$ cat src/rtl/alu_4b_arb_seq.sv
// Round-robin arbiter and sequencer sharing one combinational alu_4b between two requesters.
// Operands are registered onto the ALU, held for EXEC_CYCLES, then the result is returned with its id.
module alu_4b_arb_seq #(
    parameter int unsigned EXEC_CYCLES = 1,
    parameter int unsigned CNT_W       = 8
) (
    input  logic             clk,
    input  logic             rst,

    input  logic             req0_valid,
    output logic             req0_ready,
    input  logic [3:0]       req0_a,
    input  logic [3:0]       req0_b,
    input  logic [3:0]       req0_inst,

    input  logic             req1_valid,
    output logic             req1_ready,
    input  logic [3:0]       req1_a,
    input  logic [3:0]       req1_b,
    input  logic [3:0]       req1_inst,

    output logic [3:0]       alu_op_a,
    output logic [3:0]       alu_op_b,
    output logic [3:0]       alu_inst,
    input  logic [3:0]       alu_out,

    output logic             rsp_valid,
    input  logic             rsp_ready,
    output logic             rsp_id,
    output logic [3:0]       rsp_data,

    output logic             busy,
    output logic [CNT_W-1:0] op_count
);

    localparam logic [1:0] IDLE = 2'd0;
    localparam logic [1:0] EXEC = 2'd1;
    localparam logic [1:0] RESP = 2'd2;

    localparam logic [3:0] ExecLoad = 4'(EXEC_CYCLES - 1);

    logic [1:0]       state_q, state_d;
    logic [3:0]       exec_cnt_q, exec_cnt_d;
    // Last granted requester; it is also the id of the operation in flight.
    logic             grant_q, grant_d;
    logic [3:0]       op_a_q, op_a_d;
    logic [3:0]       op_b_q, op_b_d;
    logic [3:0]       inst_q, inst_d;
    logic             rsp_valid_q, rsp_valid_d;
    logic             rsp_id_q, rsp_id_d;
    logic [3:0]       rsp_data_q, rsp_data_d;
    logic [CNT_W-1:0] op_count_q, op_count_d;

    logic sel;
    logic accept;

    always_comb begin
        sel = ~grant_q;
        if (req0_valid && !req1_valid) begin
            sel = 1'b0;
        end else if (req1_valid && !req0_valid) begin
            sel = 1'b1;
        end
    end

    assign req0_ready = (state_q == IDLE) && req0_valid && !sel;
    assign req1_ready = (state_q == IDLE) && req1_valid && sel;
    assign accept     = req0_ready || req1_ready;

    always_comb begin
        state_d     = state_q;
        exec_cnt_d  = exec_cnt_q;
        grant_d     = grant_q;
        op_a_d      = op_a_q;
        op_b_d      = op_b_q;
        inst_d      = inst_q;
        rsp_valid_d = rsp_valid_q;
        rsp_id_d    = rsp_id_q;
        rsp_data_d  = rsp_data_q;
        op_count_d  = op_count_q;

        case (state_q)
            IDLE: begin
                if (accept) begin
                    op_a_d     = sel ? req1_a    : req0_a;
                    op_b_d     = sel ? req1_b    : req0_b;
                    inst_d     = sel ? req1_inst : req0_inst;
                    grant_d    = sel;
                    exec_cnt_d = ExecLoad;
                    state_d    = EXEC;
                end
            end
            EXEC: begin
                if (exec_cnt_q == 4'd0) begin
                    rsp_data_d  = alu_out;
                    rsp_id_d    = grant_q;
                    rsp_valid_d = 1'b1;
                    state_d     = RESP;
                end else begin
                    exec_cnt_d = exec_cnt_q - 4'd1;
                end
            end
            RESP: begin
                if (rsp_valid_q && rsp_ready) begin
                    rsp_valid_d = 1'b0;
                    op_count_d  = op_count_q + CNT_W'(1);
                    state_d     = IDLE;
                end
            end
            default: begin
                state_d = IDLE;
            end
        endcase
    end

    always_ff @(posedge clk or posedge rst) begin
        if (rst) begin
            state_q     <= IDLE;
            exec_cnt_q  <= 4'd0;
            grant_q     <= 1'b1;
            op_a_q      <= 4'd0;
            op_b_q      <= 4'd0;
            inst_q      <= 4'd0;
            rsp_valid_q <= 1'b0;
            rsp_id_q    <= 1'b0;
            rsp_data_q  <= 4'd0;
            op_count_q  <= '0;
        end else begin
            state_q     <= state_d;
            exec_cnt_q  <= exec_cnt_d;
            grant_q     <= grant_d;
            op_a_q      <= op_a_d;
            op_b_q      <= op_b_d;
            inst_q      <= inst_d;
            rsp_valid_q <= rsp_valid_d;
            rsp_id_q    <= rsp_id_d;
            rsp_data_q  <= rsp_data_d;
            op_count_q  <= op_count_d;
        end
    end

    assign alu_op_a  = op_a_q;
    assign alu_op_b  = op_b_q;
    assign alu_inst  = inst_q;
    assign rsp_valid = rsp_valid_q;
    assign rsp_id    = rsp_id_q;
    assign rsp_data  = rsp_data_q;
    assign busy      = (state_q != IDLE);
    assign op_count  = op_count_q;

endmodule

$ cat config.mk
export PLATFORM = sky130hd
export DESIGN_NAME = alu_4b_arb_seq
export DESIGN_NICKNAME = d
export VERILOG_FILES = /design/src/rtl/alu_4b_arb_seq.sv
export SDC_FILE = /design/constraint.sdc
export NUM_CORES = 1
export LEC_CHECK = 0
export ABC_CLOCK_PERIOD_IN_PS = 2000
export CELL_PAD_IN_SITES_DETAIL_PLACEMENT = 1
export CELL_PAD_IN_SITES_GLOBAL_PLACEMENT = 2
export CORE_UTILIZATION = 27
export DETAILED_ROUTE_END_ITERATION = 7
export PLACE_DENSITY_LB_ADDON = 0.1
export SKIP_CTS_REPAIR_TIMING = 1
export SYNTH_ARGS = -nofsm -noshare
export SYNTH_HDL_FRONTEND = slang
export SYNTH_SLANG_ARGS = --single-unit
$ cat constraint.sdc
create_clock -name clk -period 2 [get_ports clk]
set_input_delay 0.3 -clock clk [delete_from_list [all_inputs] [get_ports clk]]
set_output_delay 0.3 -clock clk [all_outputs]
set_load 0.1 [all_outputs]
# [After elaboration in Yosys (flattened, before gate mapping)]
# Index checks and enable logic that the tools add are counted.
[op_classes] n_addsub=2 n_eq_ne=6 mux=15 n_bitwise=1 reduce_logical=22
[op_table] cell="$mux 4" n=5
[op_table] cell="$reduce_and 3->1" n=3
[op_table] cell="$add 8x1->8 const B" n=1
[op_table] cell="$ne 2x2->1 const B" n=4
[op_table] cell="$pmux 4 s2" n=1
[op_table] cell="$logic_and 1x1->1" n=7
[op_table] cell="$mux 2" n=3
[op_table] cell="$pmux 2 s3" n=1
[op_table] cell="$reduce_and 2->1" n=3
[op_table] cell="$reduce_bool 2->1" n=3
[op_table] cell="$logic_not 4->1" n=1
[op_table] cell="$mux 1" n=4
[op_table] cell="$sub 4x1->4 const B" n=1
[op_table] cell="$logic_not 1->1" n=3
[op_table] cell="$eq 2x1->1 const B" n=1
[op_table] cell="$eq 2x2->1 const B" n=1
[op_table] cell="$logic_not 2->1" n=1
[op_table] cell="$pmux 1 s2" n=1
[op_table] cell="$logic_or 1x1->1" n=1
[op_table] cell="$not 1->1" n=1
[totals] register_bits=33 inputBits=33

# [Depth between registers and ports, before layout]
# Gate-level depths: netlist (run 1).
[depth] ltp_word=9 mapped_depth=5 mapped_depth_nobuf=5

# [Worst setup path before layout (run 1)]
# OpenSTA, ideal clock, no wires.
[synth_timing] path_kind="reg2out" from="register state_q[0]" to="output port req0_ready" arrival_ps=2424 setup_slack_ps=-724 stages_incl_launch_ff=3 cell_sequence="dfrtp_1 or3b_2 a21oi_1"
[synth_via] elab_chain_cells=3
[synth_lines] item="start, declared" line="42" source="logic [1:0] state_q, state_d;"
[synth_lines] item="start signal, assigned" line="129" source="state_q <= state_d;"
[synth_lines] item="$logic_not 2->1" line="66" source="assign req0_ready = (state_q == IDLE) && req0_valid && !sel;"
[synth_lines] item="$logic_and 1x1->1 (2 in series)" line="66"
[synth_lines] item="end, declared" line="11" source="output logic req0_ready,"
# No other way between the ends.

# [Worst setup path in the final report (run 1)]
[layout_timing] from="input port req0_valid" to="output port req0_ready"
[layout_via] elab_chain_cells=6
[layout_lines] item="start, declared" line="10" source="input logic req0_valid,"
[layout_lines] item="$logic_not 1->1" line="61" source="end else if (req1_valid && !req0_valid) begin"
[layout_lines] item="$logic_and 1x1->1" line="61"
[layout_lines] item="$mux 1" line="61"
[layout_lines] item="$mux 1" line="59" source="if (req0_valid && !req1_valid) begin"
[layout_lines] item="$logic_not 1->1" line="66"
[layout_lines] item="$logic_and 1x1->1 (*)" line="66"
# Mark *: on every way between the ends. The rest lies on a longest branch, timed or not.

==> out/qor.csv, run 1 <==
stage,metric,value,unit
synthesis,Netlist cell types,35,
hold_path,Hold/Removal Path Class,input pin to asynchronous set/reset pin,
synthesis,Post-Syn Area,1713,um2
sta,clock skew,0.005594,ns
sta,crit share post-route,97.23,%
drt,DRT iter0 DRCs,44,
run_status,status,finished clean,
global_routing,grt ovf,0,
setup_path,r2r setup slk,0.36,ns
setup_path,Register-to-Register Path Depth,5,
setup_path,CP max stage cell,clkdlybuf4s50_1,
cts,TritonCTS clock tree,yes,
synthesis,Syn Area/Cell,10.91,um2
setup_path,CP Launch Point,req0_valid,
placed_design,Place WS,0.06863,ns
synthesis,"area leader, netlist",dfrtp_1,
die,FP Rows,28,
placed_design,GP Congestion,0.7051,
sta,RSZ-0062 raised after global routing,no,
synthesis,async set-or-reset flop fraction in the synthesized netlist,100.0,%
drt,DRC,0,
final_layout,Util after Layout,41.32,%
synthesis,"flops & latches, synth",33,
setup_path,crit path cell chain,clkdlybuf4s50_1 > or3b_2 > a21oi_2 > buf_12,
setup_path,crit-path max FO,2,
drt,First-pass DRT Iterations,4,
cts,clk root buf,clkbuf_8,
placed_design,post-detail-place hpwl,3662,um
setup_path,element type at the critical path start,input pin,
setup_path,CP endpoint kind,output pin,
die,CORE AREA,6026,um2
sta,count of final hold-check violations,0,
global_routing,largest net degree at the start of global routing,34,
global_routing,number of global-route vias before repair,1647,
flow_run,Max-Cap Viols,0,
cts,Worst-Skew Late Latency,0.28,ns
synthesis,number of synthesized flops with an enable pin,0,
synthesis,"top cells by area, synth","dfrtp_1 47%, o2111ai_1 12%, mux2_4 6.1%",
setup_path,required time worst endpoint,1.70,ns
synthesis,ys flop type,dfrtp_1,
placed_design,port buffer count,61,
global_routing,initial antenna violation count,0,
final_layout,"commonest non-fill, non-tap cell in the layout",buf_4,
cts,TritonCTS Buffers,5,
cts,htree depth,2,
synthesis,post-synth top area share,46.75,%
final_layout,Layout area overhead,45.36,%
die,chip height,81.65,um
drt,DRT Wirelength,5120,um
sta,Max Slew Vio Count,0,
cts,CTS Sinks,33,
final_layout,most frequent cells in the layout,"35 x buf_4, 32 x dfrtp_1, 32 x clkdlybuf4s50_1, 24 x o2111ai_1, 14 x nand3_1",
drt,via/cell ratio,5.158,
synthesis,"Net Count, Synth",192,
sta,fmax,514.2,MHz
cts,maximum clock path buffer count,2,
die,starting density of the core,28.43,%
die,# IOs,62,
cts,clock slew at reported path FFs,0.07,ns
drt,"antenna viol nets, final",0,
final_layout,Nets,257,
drt,via count,1537,
setup_path,RR Startpoint,exec_cnt_q[0],
synthesis,sequential area share after synthesis,48.28,%
die,die area,6667,um2
synthesis,Post-Syn Instances,157,
sta,Final WS setup,0.05539,ns
setup_path,r2r endpoint,rsp_data[2],
sta,Final min period,1.945,ns
setup_path,largest stage delay on the critical path,0.48,ns
final_layout,layout cells sized above 1,29.15,%
setup_path,critical path type,input pin to output pin,
sta,max_slew headroom,69.45,%
sta,worst slew pin tran,0.4583,ns
final_layout,Antenna diodes,0,
sta,Final setup violation count,0,
setup_path,Worst Path Arrival,1.64,ns
global_routing,GRT Overall Usage,16.93,%
synthesis,synth warn,0,
global_routing,first-pass GRT wire length,8273,um
drt,routed length per instance,17.18,um
die,Die Wd,81.65,um
==> sequential cells by signal, summed over array words and instances (netlist names) <==
register and flops:
alu_op_b 4, op_count 8, alu_inst 4, exec_cnt_q 4, rsp_data 4, rsp_valid 1, rsp_id 1, alu_op_a 4
grant_q 1, state_q 2
==> cells in the mapped netlist (3+ instances only) <==
cell,number
nand3_1,14
buf_2,4
nand2_1,10
inv_1,8
o2111ai_1,24
xnor2_1,5
clkbuf_1,8
mux2_4,7
dfrtp_1,32
o21ai_0,13
nand4_1,3
==> metrics by stage <==
stage	hold slack, ns	cell area (um2)	setup TNS [ns]	std cells
3_3_place_gp	0.4593	2407	0	290
5_1_grt	0.4634	2490	0	298
4_1_cts	0.4287	2490	0	298
2_1_floorplan	0.4282	1720	-0.1394	157
6_report	0.4328	2490	0	298
3_5_place_dp	0.4664	2407	0	290
==> cell families (layout without fill, tap and decap cells) <==
group	Yosys count	count (layout)	synth area share, %
xor gates and xnor gates	7	7	3.579
AOI/OAI and AO/OA	43	43	19.14
and+or+nand+nor	43	43	15.93
adders and majority gates	2	2	1.461
DFF	33	33	48.28
buffers and inverters	21	87	4.894
muxes	8	8	6.720
==> metal layers <==
layer  routed length (um)  vias up  track usage [%]
li1                     -      730                -
met1                 2247      763            20.99
met2                 2601       42            27.75
met3                  243        2            5.889
met4                   27        0            4.737
met5                    0        -                0
==> how the worst max path moves through the flow <==
stage / endpoint / slack [ns] / cells after the start
floorplan: req0_ready / -0.14 / 4
global placement: req0_ready / 0.10 / 4
detailed placement: req0_ready / 0.07 / 4
CTS: req0_ready / 0.06 / 4
global route: req0_ready / 0.03 / 4
finish: req0_ready / 0.06 / 4
==> area by class of cell <==
cell class	count	area (um2)
clock inverters	2	10.01
multi-input cells	103	809.5
well taps	75	93.84
repair buffers	70	643.1
inverters	9	33.78
fillers	674	3536
clock buffers	6	72.57
flip-flops and latches	33	827.0
==> worst max-delay path, delay by kind of cell <==
kind | cells | cell delay, ns
AOI/OAI and AO/OA | 1 | 0.18
buffers and inverters | 2 | 0.68
and+or+nand+nor | 1 | 0.48
Power of run 1 is left out: the tool's default activity adds up to more than one toggle a clock period on the data nets, which glitch-free logic cannot reach.
==> run 2, diff against run 1 <==
--- a/config.mk
+++ b/config.mk
@@ -8,6 +8,7 @@
 export ABC_CLOCK_PERIOD_IN_PS = 2000
 export CELL_PAD_IN_SITES_DETAIL_PLACEMENT = 1
 export CELL_PAD_IN_SITES_GLOBAL_PLACEMENT = 2
+export CORE_MARGIN = 1
 export CORE_UTILIZATION = 27
 export DETAILED_ROUTE_END_ITERATION = 7
 export PLACE_DENSITY_LB_ADDON = 0.1
==> results of run 2 <==
Same layout as run 1: the final DEF is identical, and so are final timing and power.
Power of run 2 is left out for the same reason.
==> run 3, diff against run 2 <==
--- a/config.mk
+++ b/config.mk
@@ -8,9 +8,10 @@
 export ABC_CLOCK_PERIOD_IN_PS = 2000
 export CELL_PAD_IN_SITES_DETAIL_PLACEMENT = 1
 export CELL_PAD_IN_SITES_GLOBAL_PLACEMENT = 2
-export CORE_MARGIN = 1
+export CORE_MARGIN = 8
 export CORE_UTILIZATION = 27
 export DETAILED_ROUTE_END_ITERATION = 7
+export MAX_ROUTING_LAYER = met4
 export PLACE_DENSITY_LB_ADDON = 0.1
 export SKIP_CTS_REPAIR_TIMING = 1
 export SYNTH_ARGS = -nofsm -noshare
==> run 3 against run 2 <==
Global-route usage decreased by 3.3 points. Die area rose by 37%. Utilization shrank 1.5 points. Critical endpoint unchanged. Largest cell class unchanged.
==> out/qor.csv, run 3 (synthesized netlist as in run 1, its figures left out) <==
stage,metric,value,unit,change
drt,routed length per instance,19.27,um,was 17.18 um
die,Die Wd,95.65,um,was 81.65 um
final_layout,most frequent cells in the layout,"35 x buf_4, 32 x dfrtp_1, 32 x clkdlybuf4s50_1, 24 x o2111ai_1, 14 x nand3_1",,unchanged
placed_design,GP Congestion,0.7771,,was 0.7051
sta,count of final hold-check violations,0,,unchanged
sta,worst slew pin tran,0.4599,ns,was 0.4583 ns
setup_path,CP endpoint kind,output pin,,unchanged
die,chip height,95.65,um,was 81.65 um
cts,Worst-Skew Late Latency,0.28,ns,about the same
sta,max_slew headroom,69.31,%,was 69.45%
global_routing,number of global-route vias before repair,1792,,was 1647
setup_path,critical path type,input pin to output pin,,unchanged
global_routing,GRT Overall Usage,13.59,%,was 16.93%
setup_path,worst path bufs/invs,2,,unchanged
setup_path,CP max stage cell,clkdlybuf4s50_1,,unchanged
sta,fmax,512.4,MHz,was 514.2 MHz
cts,TritonCTS Buffers,5,,unchanged
final_layout,"commonest non-fill, non-tap cell in the layout",buf_4,,unchanged
setup_path,r2r setup slk,0.32,ns,was 0.36 ns
placed_design,post-detail-place hpwl,4338,um,was 3662 um
final_layout,multi-input logic area,809.5,um2,unchanged
setup_path,required time worst endpoint,1.70,ns,about the same
setup_path,crit-path max FO,2,,unchanged
sta,Max Slew Vio Count,0,,unchanged
drt,DRC,0,,unchanged
sta,worst hold slack,0.3472,ns,was 0.4328 ns
setup_path,largest stage delay on the critical path,0.49,ns,was 0.48 ns
setup_path,crit path cell chain,clkdlybuf4s50_1 > or3b_2 > a21oi_2 > buf_12,,unchanged
sta,RSZ-0062 raised after global routing,no,,unchanged
cts,clk root buf,clkbuf_8,,unchanged
global_routing,largest net degree at the start of global routing,25,,was 34
drt,via count,1548,,was 1537
final_layout,Nets,257,,unchanged
global_routing,first-pass GRT wire length,9287,um,was 8273 um
setup_path,Worst Path Arrival,1.65,ns,was 1.64 ns
die,# IOs,62,,unchanged
sta,Final setup violation count,0,,unchanged
final_layout,Util after Layout,39.80,%,was 41.32%
setup_path,element type at the critical path start,input pin,,unchanged
die,die area,9149,um2,was 6667 um2
global_routing,grt ovf,0,,unchanged
final_layout,Layout area overhead,45.00,%,was 45.36%
sta,Final min period,1.952,ns,was 1.945 ns
sta,crit share post-route,97.58,%,was 97.23%
drt,DRT iter0 DRCs,36,,was 44
sta,clock skew,0.007214,ns,was 0.005594 ns
drt,DRT Wirelength,5741,um,was 5120 um
run_status,status,finished clean,,unchanged
flow_run,Max-Cap Viols,0,,unchanged
setup_path,Crit path max-delay family,buffers and inverters,,unchanged
final_layout,Filler cells,695,,was 674
setup_path,RR Startpoint,exec_cnt_q[0],,unchanged
drt,"antenna viol nets, final",0,,unchanged
final_layout,Antenna diodes,0,,unchanged
final_layout,layout cells sized above 1,28.96,%,was 29.15%
global_routing,initial antenna violation count,0,,unchanged
cts,clock slew at reported path FFs,0.07,ns,about the same
placed_design,port buffer count,61,,unchanged
final_layout,Largest register FFs,8,,unchanged
hold_path,Hold/Removal Path Class,input pin to asynchronous set/reset pin,,unchanged
die,CORE AREA,6241,um2,was 6026 um2
cts,htree depth,2,,unchanged
die,FP Rows,29,,was 28
setup_path,CP Launch Point,req0_valid,,unchanged
drt,First-pass DRT Iterations,4,,unchanged
die,starting density of the core,27.45,%,was 28.43%
cts,CTS Sinks,33,,unchanged
drt,via/cell ratio,5.195,,was 5.158
final_layout,storage element area,827.0,um2,unchanged
cts,maximum clock path buffer count,2,,unchanged
cts,TritonCTS clock tree,yes,,unchanged
## run 3: worst paths after layout
path | to | cells past startpoint
max | req0_ready | 4
min | alu_op_b[1] | 3
max reg2reg | rsp_data[2] | 5
min reg2reg | op_count[7] | 1
max in group asynchronous | grant_q | 3
min in group clk | op_count[7] | 1
## run 3: worst reg2reg max path: cells and delay by family (launching register included)
family,cells,cell delay [ns]
buffers and inverters,1,0.07
adders and majority gates,1,0.17
muxes,1,0.34
and+or+nand+nor,2,0.58
DFF,1,0.41
## run 3: final cells by class
cell class,count,share of cell area (%)
Timing Repair Buffer,70,25.89
Multi-Input combinational cell,103,32.59
Tap cell,77,3.879
Clock buffer,5,2.771
Clock inverter,1,0.2015
Sequential cell,33,33.30
Inverter,9,1.360
## run 3: per-stage QoR
stage	instance area [um2]	std cells	setup TNS, ns	setup slack (ns)
global placement	2410	292	0	0.07088
finish	2484	298	0	0.04848
global route	2484	298	0	0.01928
CTS	2484	298	0	0.04635
detailed placement	2410	292	0	0.05650
floorplan	1720	157	-0.1394	-0.1394
## run 3: routing by layer
layer | share of wire (%) | up-vias | track usage, %
met2 | 50 | 58 | 22.34
met3 | 5.7 | 11 | 2.520
met1 | 43 | 755 | 16.15
met4 | 1.2 | 0 | 4.994
met5 | 0 | - | -
li1 | - | 724 | -
Power of run 3 is left out for the same reason.
